<file path="src/rtl/updown_mod_counter_if.sv">
// Bundle of control and status signals for updown_mod_counter.
// The master drives the count controls; the slave (the counter) returns
// the registered count, the terminal-count flag and the wrap/saturate pulse.
interface updown_mod_counter_if #(
  parameter int WIDTH = 4
);
  logic             clr;
  logic             load;
  logic [WIDTH-1:0] load_val;
  logic             en;
  logic             up;
  logic [WIDTH-1:0] q;
  logic             tc;
  logic             ovf;

  modport master (
    output clr, load, load_val, en, up,
    input  q, tc, ovf
  );

  modport slave (
    input  clr, load, load_val, en, up,
    output q, tc, ovf
  );
endinterface

</file>
<file path="src/rtl/updown_mod_counter.sv">
// Up/down modulo-MODULUS counter with synchronous clear and clamped load.
// Wrap mode rolls over at the ends of the range; saturate mode holds there.
// ovf is a registered one-cycle pulse marking a wrap or a blocked step.
// tc is purely combinational from en/up/q so stages can be cascaded by
// feeding one counter's tc into the next counter's en.
module updown_mod_counter #(
  parameter int              WIDTH    = 4,
  parameter longint unsigned MODULUS  = 16,
  parameter bit              SATURATE = 1'b0
) (
  input  logic                   clk,
  input  logic                   rst,
  updown_mod_counter_if.slave    bus
);

  // Largest legal count; MODULUS may equal 2^WIDTH, so do the subtraction
  // at 64 bits before narrowing.
  localparam logic [WIDTH-1:0] MAX_COUNT = WIDTH'(MODULUS - 64'd1);

  logic [WIDTH-1:0] count_q;
  logic [WIDTH-1:0] count_next;
  logic             ovf_q;
  logic             ovf_next;
  logic             at_top;
  logic             at_bot;
  logic             terminal;
  logic [WIDTH-1:0] load_clamped;

  // Range-end detection and the terminal condition for the current direction.
  always_comb begin
    at_top   = (count_q == MAX_COUNT);
    at_bot   = (count_q == '0);
    terminal = bus.en & ((bus.up & at_top) | (~bus.up & at_bot));
  end

  // Out-of-range load values are clamped to the top of the count range.
  always_comb begin
    load_clamped = (bus.load_val > MAX_COUNT) ? MAX_COUNT : bus.load_val;
  end

  // Next-state selection with priority clr > load > en > hold.
  always_comb begin
    // NOTE: every output of a combinational block gets a default first so no
    // path leaves it unassigned; otherwise synthesis infers a latch.
    count_next = count_q;
    ovf_next   = 1'b0;
    if (bus.clr) begin
      count_next = '0;
    end else if (bus.load) begin
      count_next = load_clamped;
    end else if (bus.en) begin
      if (terminal) begin
        ovf_next = 1'b1;
        if (SATURATE) begin
          count_next = count_q;
        end else begin
          count_next = bus.up ? '0 : MAX_COUNT;
        end
      end else begin
        count_next = bus.up ? count_q + WIDTH'(1) : count_q - WIDTH'(1);
      end
    end
  end

  // Count and event-pulse registers, cleared immediately by reset.
  always_ff @(posedge clk or negedge rst) begin
    // NOTE: state registers use non-blocking assignments so every flop samples
    // the pre-edge values; blocking here would create order-dependent races.
    if (!rst) begin
      count_q <= '0;
      ovf_q   <= 1'b0;
    end else begin
      count_q <= count_next;
      ovf_q   <= ovf_next;
    end
  end

  assign bus.q   = count_q;
  assign bus.ovf = ovf_q;
  assign bus.tc  = terminal;

endmodule

</file>
<file path="src/flat_wrapper.sv">
// flat-port wrapper written by rule: the top's interface ports become plain ports
module updown_mod_counter_flat 
#(
  parameter int              WIDTH    = 4,
  parameter longint unsigned MODULUS  = 16,
  parameter bit              SATURATE = 1'b0
)
  (clk, rst, bus_clr, bus_load, bus_load_val, bus_en, bus_up, bus_q, bus_tc, bus_ovf);
  updown_mod_counter_if #(.WIDTH(WIDTH)) bus_i ();
  input  logic clk;
  input  logic rst;
  input wire logic [$bits(bus_i.clr)-1:0] bus_clr;
  input wire logic [$bits(bus_i.load)-1:0] bus_load;
  input wire logic [$bits(bus_i.load_val)-1:0] bus_load_val;
  input wire logic [$bits(bus_i.en)-1:0] bus_en;
  input wire logic [$bits(bus_i.up)-1:0] bus_up;
  output wire logic [$bits(bus_i.q)-1:0] bus_q;
  output wire logic [$bits(bus_i.tc)-1:0] bus_tc;
  output wire logic [$bits(bus_i.ovf)-1:0] bus_ovf;
  assign bus_i.clr = bus_clr;
  assign bus_i.load = bus_load;
  assign bus_i.load_val = bus_load_val;
  assign bus_i.en = bus_en;
  assign bus_i.up = bus_up;
  assign bus_q = bus_i.q;
  assign bus_tc = bus_i.tc;
  assign bus_ovf = bus_i.ovf;
  updown_mod_counter #(.WIDTH(WIDTH), .MODULUS(MODULUS), .SATURATE(SATURATE)) u_core (.clk(clk), .rst(rst), .bus(bus_i));
endmodule
</file>
<file path="config.mk">
export PLATFORM = sky130hd
export DESIGN_NAME = updown_mod_counter_flat
export DESIGN_NICKNAME = d
export VERILOG_FILES = /design/src/rtl/updown_mod_counter_if.sv /design/src/rtl/updown_mod_counter.sv /design/src/flat_wrapper.sv
export SDC_FILE = /design/constraint.sdc
export NUM_CORES = 1
export LEC_CHECK = 0
export ABC_AREA = 1
export CORE_AREA = 2 2 39 41
export DETAILED_ROUTE_END_ITERATION = 10
export DIE_AREA = 0 0 41 43
export DONT_BUFFER_PORTS = 1
export HOLD_SLACK_MARGIN = 0.06
export PLACE_DENSITY = 0.52
export SLEW_MARGIN = 15
export SYNTH_ARGS = -nofsm -noshare
export SYNTH_HDL_FRONTEND = slang
export SYNTH_SLANG_ARGS = --single-unit
export TNS_END_PERCENT = 20
</file>
<file path="constraint.sdc">
create_clock -name clk -period 1.6 [get_ports clk]
set_input_delay 0.16 -clock clk [delete_from_list [all_inputs] [get_ports clk]]
set_output_delay 0.16 -clock clk [all_outputs]
set_load 0.01 [all_outputs]
</file>
# After elaboration in Yosys (flattened, before gate mapping)
# Index checks and enable logic that the tools add are counted.
# totals
input_bits,10
register_bits,5
# classes
add_sub_neg,2
bitwise_logic,5
n_eq_ne,1
mux,11
order_cmp,1
n_reduce_logical,2
# ops
cell,n
two-way mux 4 bit,7
"adder 4 x 1 -> 4 bit, second input constant",1
"== test 4 bit, second input constant",1
"> comparator 4 bit, second input constant",1
logical NOT 4 bit,1
two-way mux 1 bit,4
"subtractor 4 x 1 -> 4 bit, second input constant",1
bitwise AND 1 bit,3
nonzero test 3 bit,1
NOT 1 bit,1
OR 1 bit,1

# Logic depth before layout (Yosys ltp)
# logic_depth
word_depth,8
depth_mapped,12
mapped_depth_nobuf,12

# Worst setup path before layout
# Ideal clock, no wire load.
# synth_path
kind,register to register
start,register u_core.count_q[0] (netlist: u_core.bus.q[0])
end,register u_core.count_q[2] (netlist: u_core.bus.q[2])
arrival_ns,1.325
path_stages_with_launch,9
path_slack_ns,0.159
path_cell_list,dfrtp_1 > inv_1 > fa_1 > xor2_1 > nand2_1 > nand2_1 > nand2_1 > nand2_1 > nand2_1
# synth_via
elab_chain_len,8
elab_cells_between_ends,13
cone_classes,add/sub: 2; eq/ne: 1; mux: 5; bitwise: 4; reduce/logical: 1
# synth_lines
element,line_no,source
"start, declared",updown_mod_counter.sv:20,logic [WIDTH-1:0] count_q;
"start signal, assigned",updown_mod_counter.sv:73,count_q <= count_next;
== test 4 bit / logical NOT 4 bit (equally long branches),"updown_mod_counter.sv:31, updown_mod_counter.sv:32",
bitwise AND 1 bit,updown_mod_counter.sv:33,terminal = bus.en & ((bus.up & at_top) | (~bus.up & at_bot));
OR 1 bit,updown_mod_counter.sv:33,
bitwise AND 1 bit,updown_mod_counter.sv:33,
two-way mux 4 bit (*),updown_mod_counter.sv:52,if (terminal) begin
two-way mux 4 bit (*),updown_mod_counter.sv:51,end else if (bus.en) begin
two-way mux 4 bit (*),updown_mod_counter.sv:49,end else if (bus.load) begin
two-way mux 4 bit (*),updown_mod_counter.sv:47,if (bus.clr) begin
# Mark *: on every way between the ends. The rest lies on a longest branch, timed or not. The select of a mux whose other input is x is not followed.
# A chain may end at the register's enable or synchronous reset.

# Final worst setup path
# layout_path
start,register u_core.count_q[2] (netlist: u_core.bus.q[2])
end,register u_core.count_q[3] (netlist: u_core.bus.q[3])
# The elaborated chain is that of the path after synthesis.

==> qor.csv <==
stage,metric,value,unit
outcome,status,"finished, final reports clean",
hold_path,worst min-delay path category,in2reg,
floorplanning,Initial Utilization,31.0,%
synth,top-area cell type share of the netlist area,29.2,%
floorplanning,Die X,41,µm
setup_path,Critical Path AT,1.57,ns
setup_path,CP startpoint,u_core.bus.q[2]$_DFFE_PN0P_,
synth,YS warnings,0,
global_routing,largest net degree at the start of global routing,9,
floorplanning,Core Box Area,1380,µm²
detailed_routing,routed len/inst,9.39,µm
detailed_routing,Iteration-0 DRC Markers,8,
sta,setup tns final,0,ns
sta,Final Cycle Share,90.6,%
setup_path,Setup CP Type,reg2reg,
sta,Final min period,1.45,ns
global_routing,GRT Total Usage,13.8,%
setup_path,kind of end point of the critical path,flop,
clock_network,Root Driver,clkbuf_4,
finish,Multi-input gate area,263,µm²
power_and_ir_drop,Max VDD drop,0.000532,V
finish,FF+latch area,125,µm²
clock_network,Max Buffers Root-to-Sink,2,
floorplanning,Rows,14,
setup_path,Worst Setup Start Kind,flop,
setup_path,RR Startpoint,u_core.bus.q[2]$_DFFE_PN0P_,
finish,Fillers,158,
finish,Non-Filler Instances,97,
sta,Clock Skews,0.00501,ns
place,gp weighted congestion,0.793,
detailed_routing,Pre-Repair DR Iteration Count,3,
place,DP Wirelength,775,µm
global_routing,GRT Residual Overflow,0,
clock_network,CTS tree,done,
setup_path,CP max FO,2,
sta,Slew @ Worst Pin,0.230,ns
finish,Diodes inserted,0,
run,maxcap violations,0,
synth,Netlist cell types,13,
sta,fmax,0.690,GHz
place,Port Buffer Count,0,
sta,Final Hold Fails,0,
clock_network,H-tree depth,1,
clock_network,"Clk pin slew, worst setup/hold paths",0.04,ns
finish,Area Growth Syn to Fin,23.0,%
synth,synthesized cell area,429,µm²
power_and_ir_drop,pwr/cell area,843,nW/µm²
floorplanning,Ports,16,
clock_network,PostCTS Resize Cnt,0,
clock_network,Num CTS Buffers,3,
setup_path,Critical Path RT,1.73,ns
global_routing,vias in the first global route,461,
global_routing,first-pass GRT wire length,1.61,mm
detailed_routing,Vias/cell,4.58,
sta,count of pins over their slew limit,0,
detailed_routing,Routed Antenna Nets,0,
detailed_routing,DR vias,444,
floorplanning,DIE HEIGHT,43,µm
synth,post-synth top area cell,dfrtp_1,
synth,Syn Inst Count,71,
synth,average cell area after synthesis,6.04,µm²
finish,final-stage net count,95,
synth,syn_nets,84,
global_routing,initial antenna violation count,0,
hold_path,Worst Hold Launch,bus_en,
sta,worst setup margin,0.151,ns
synth,number of synthesized register bits,5,
finish,share of cells above drive strength 1,14.8,%
detailed_routing,final wirelength,911,µm
sta,final setup vio count,0,
synth,"top cells by area, synth","dfrtp_1 29%, nand2_1 26%, nor2_1 11%, inv_1 6.1%, ha_1 5.8%",
floorplanning,total die area,1760,µm²
synth,sequential fraction of the synthesis area,29.2,%
detailed_routing,DR DRC count,0,
place,placed cell count,90,
sta,RSZ-0062 raised after global routing,false,
power_and_ir_drop,Pleak,0.316,nW
clock_network,clk sinks,5,
place,Place WS,0.133,ns
sta,Slew headroom,84.7,%
clock_network,clock latency on the worst-skew pair,0.24,ns
layer usage:
| layer | track usage (%) | share of wire, % |
|---|---|---|
| met5 | 0 | 0 |
| met1 | 14.5 | 41 |
| met3 | 6.81 | 6.8 |
| met4 | 6.00 | 0 |
| met2 | 21.9 | 52 |
critical path, cell delays in order (launching register included):
cell and delay, ns:
dfrtp_1 0.37, ha_1 0.33, or2_1 0.23, nand2_1 0.07, nand2_1 0.04, nand2_1 0.05
nand2_1 0.04, nand2_1 0.05, nand2_1 0.04, nand2_1 0.06, nand2_1 0.05
logic make-up (layout without fill, tap and decap cells):
| group | count (synthesis) | count (layout) | share of synthesized area (%) |
|---|---|---|---|
| adder cells (fa/ha/maj) | 3 | 3 | 10.5 |
| flip-flops | 5 | 5 | 29.2 |
| AO/OA/AOI/OAI | 1 | 1 | 2.04 |
| XOR/XNOR | 1 | 1 | 2.04 |
| buffers and inverters | 11 | 21 | 9.62 |
| AND/OR/NAND/NOR | 50 | 50 | 46.6 |
registers in the layout, summed over array words and instances, names as in the netlist:
| name | cells |
|---|---|
| u_core.bus.ovf | 1 |
| u_core.bus.q | 4 |
Yosys cell counts:
master,count
or2_1,1
dfrtp_1,5
fa_1,1
nand2_2,2
nor2_1,13
inv_2,4
nand2_1,30
ha_1,2
xor2_1,1
inv_1,7
nor3_1,1
nand3_1,3
o32ai_1,1
layout by cell type (no fill, tap or decap), drive strengths merged:
cell          n
xor2          1
or2           1
nand2        32
inv          11
nor3          1
ha            2
nand3         3
dlygate4sd3   3
dfrtp         5
nor2         13
clkbuf        4
o32ai         1
fa            1
buf           3
area by class of cell:
cell class                      count  area share [%]
Clock buffer                        4            4.98
Sequential cell                     5            23.7
Timing Repair Buffer                6            9.95
Inverter                           11            7.82
Multi-Input combinational cell     55            49.8
Tap cell                           16            3.79
worst paths after layout:
path                            slack [ns]                     endpoint  cells after the start
max in group asynchronous             1.21  u_core.bus.q[0]$_DFFE_PN0P_                      1
worst max register to register        0.15  u_core.bus.q[3]$_DFFE_PN0P_                     10
worst min-delay path                  0.12     u_core.bus.ovf$_DFF_PN0_                      2
min in group asynchronous             0.20  u_core.bus.q[2]$_DFFE_PN0P_                      1
worst min register to register        0.56  u_core.bus.q[1]$_DFFE_PN0P_                      2
worst max-delay path                  0.15  u_core.bus.q[3]$_DFFE_PN0P_                     10
stage by stage:
step	instance area, µm²	util (%)	total power [W]	hold slack [ns]
finish	528	38.2	0.000445	0.116
global route	528	38.2	0.000497	0.115
CTS	528	38.2	0.000454	0.116
detailed placement	472	34.1	0.000301	-0.135
global placement	472	34.1	0.000298	-0.136
floorplan	429	-	0.000262	-0.136
where the power goes:
group	internal, W	switching, W
clock	0.0000941	0.0000492
sequential	0.000139	0.0000128
combinational	0.0000635	0.0000863
repair_timing:
item / CTS / global route
endpoints found under the setup margin: 0 / 0
hold endpoints to repair: 6 / 0
hold buffers: 3 / 0
setup buffers: 0 / 0
No activity file was read; power rests on OpenSTA's default activity.
==> patch, RTL diff (config.mk and constraints unchanged) <==
`SATURATE` is set to 1'b0 in 2 places; all go to 1'b1.
--- a/src/rtl/updown_mod_counter.sv
+++ b/src/rtl/updown_mod_counter.sv
@@ -6,7 +6,7 @@
 module updown_mod_counter #(
   parameter int              WIDTH    = 4,
   parameter longint unsigned MODULUS  = 16,
-  parameter bit              SATURATE = 1'b0
+  parameter bit              SATURATE = 1'b1
 ) (
   input  logic                   clk,
   input  logic                   rst,
--- a/src/flat_wrapper.sv
+++ b/src/flat_wrapper.sv
@@ -3,7 +3,7 @@
 #(
   parameter int              WIDTH    = 4,
   parameter longint unsigned MODULUS  = 16,
-  parameter bit              SATURATE = 1'b0
+  parameter bit              SATURATE = 1'b1
 )
   (clk, rst, bus_clr, bus_load, bus_load_val, bus_en, bus_up, bus_q, bus_tc, bus_ovf);
   updown_mod_counter_if #(.WIDTH(WIDTH)) bus_i ();
Function: changed (a bounded check fails within 4 cycles, from zero or initial values and one cycle with rst low).
==> patch against the unedited design <==
Synthesized area fell by 2.3%. Count of clock-buffer cells in the layout unchanged. Hold slack lost 0.035 ns. Setup slack worse by 0.010 ns. Highest routed layer unchanged. Final area shrank 3.3%. Wire length grew 6.6%. Sequential cell count unchanged. Critical path depth decreased by 2. Power is 1.9% lower.
==> patch: results (changes against the unedited design) <==
Port Buffers -> 0 (unchanged)
worst hold margin -> 0.0804 ns (-0.0353 ns)
sequential fraction of the synthesis area -> 29.9% (+0.70 points)
Final GP Congestion -> 0.689 (-13%)
placed cells -> 80 (-11%)
syn_nets -> 75 (-11%)
layout cells sized above 1 -> 11.3% (-3.5 points)
final worst slack -> 0.141 ns (-0.0101 ns)
Max VDD drop -> 0.316 mV (-41%)
Post-DP HPWL -> 774 um (about the same)
Switch Pwr -> 0.000148 W (about the same)
first-pass GRT wire length -> 1480 um (-7.7%)
met3 wire length -> 74 um (+19%)
Hold EP -> u_core.bus.q[1]$_DFFE_PN0P_
Area after DPL -> 454 sq um (-3.7%)
GR Util met3 -> 7.85% (+1.0 points)
Worst Reg2Reg Path Length in Cells -> 8 (-2)
GR Util met1 -> 12.7% (-1.8 points)
M1 WL -> 417 um (+10%)
met2 usage in global routing -> 21.6% (-0.31 points)
All-Layer GR Usage -> 13.0% (-0.75 points)
NumNets Final -> 85 (-11%)
mean post-synth cell area -> 6.76 sq um (+12%)
drt first pass iters -> 4 (+1)
vias in the first global route -> 379 (-18%)
Hold Path Depth -> 3 (+1)
top cells by count, synth -> 20 x nand2_1, 10 x inv_1, 7 x nor2_1
status -> complete, no violations
via count -> 414 (-6.8%)
largest net degree at the start of global routing -> 9 (unchanged)
WL per Instance -> 11.2 um (+19%)
Area contributors post-synth -> dfrtp_1 30%, nand2_1 18%, inv_1 9.0%
crit-path max FO -> 3 (+1)
Initial DRC Count -> 9 (+1)
length of routed met2 wiring -> 480 um (+2.1%)
Yosys cell types -> 18 (+5)
CTS H-tree depth -> 1 (unchanged)
CP arrival -> 1.59 ns (+0.02 ns)
HP Start -> bus_clr
Clock Skew -> 0.00136 ns (-0.00366 ns)
Post-Route WL -> 971 um (+6.6%)
Fillers -> 167 (+5.7%)
Worst slew margin -> 83.5% (-1.2 points)
[patch: what timing repair did]
| action | 4_1_cts | 5_1_grt |
|---|---|---|
| hold buffers | 3 | 0 |
| hold endpoints to repair | 7 | 0 |
| setup buffers | 0 | 0 |
| endpoints found under the setup margin | 0 | 0 |
[patch: critical path, cell delays in order (launching register included)]
cell and delay (ns):
dfrtp_1 0.43, ha_1 0.34, or2_1 0.25, nand2_1 0.07
nand2_1 0.04, nand3_1 0.06, nand2_1 0.05, nand2_1 0.06
nand2_1 0.04
[patch: layout make-up]
| type | instances | area (sq um) | share of cell area, % |
|---|---|---|---|
| Multi-Input combinational cell | 46 | 253 | 49.5 |
| Sequential cell | 5 | 125 | 24.5 |
| Timing Repair Buffer | 5 | 45.0 | 8.82 |
| Inverter | 11 | 41.3 | 8.09 |
| Clock buffer | 4 | 26.3 | 5.15 |
| Tap cell | 16 | 20.0 | 3.92 |
[patch: cells by family after synthesis]
kind of cell	after synthesis	synth area share, %
buffers and inverters	11	9.85
adders and majority gates	3	10.7
AOI/OAI and AO/OA	7	8.95
xor gates and xnor gates	1	2.09
DFF	5	29.9
and+or+nand+nor	35	38.5
[patch: power by group through the flow]
| stage | registers, W | clock network (W) | logic [W] |
|---|---|---|---|
| 3_3_place_gp | 0.000157 | 0 | 0.000122 |
| 6_report | 0.000155 | 0.000150 | 0.000131 |
| 4_1_cts | 0.000155 | 0.000158 | 0.000133 |
| 2_1_floorplan | 0.000162 | 0 | 0.0000868 |
| 5_1_grt | 0.000157 | 0.000165 | 0.000152 |
| 3_5_place_dp | 0.000157 | 0 | 0.000123 |
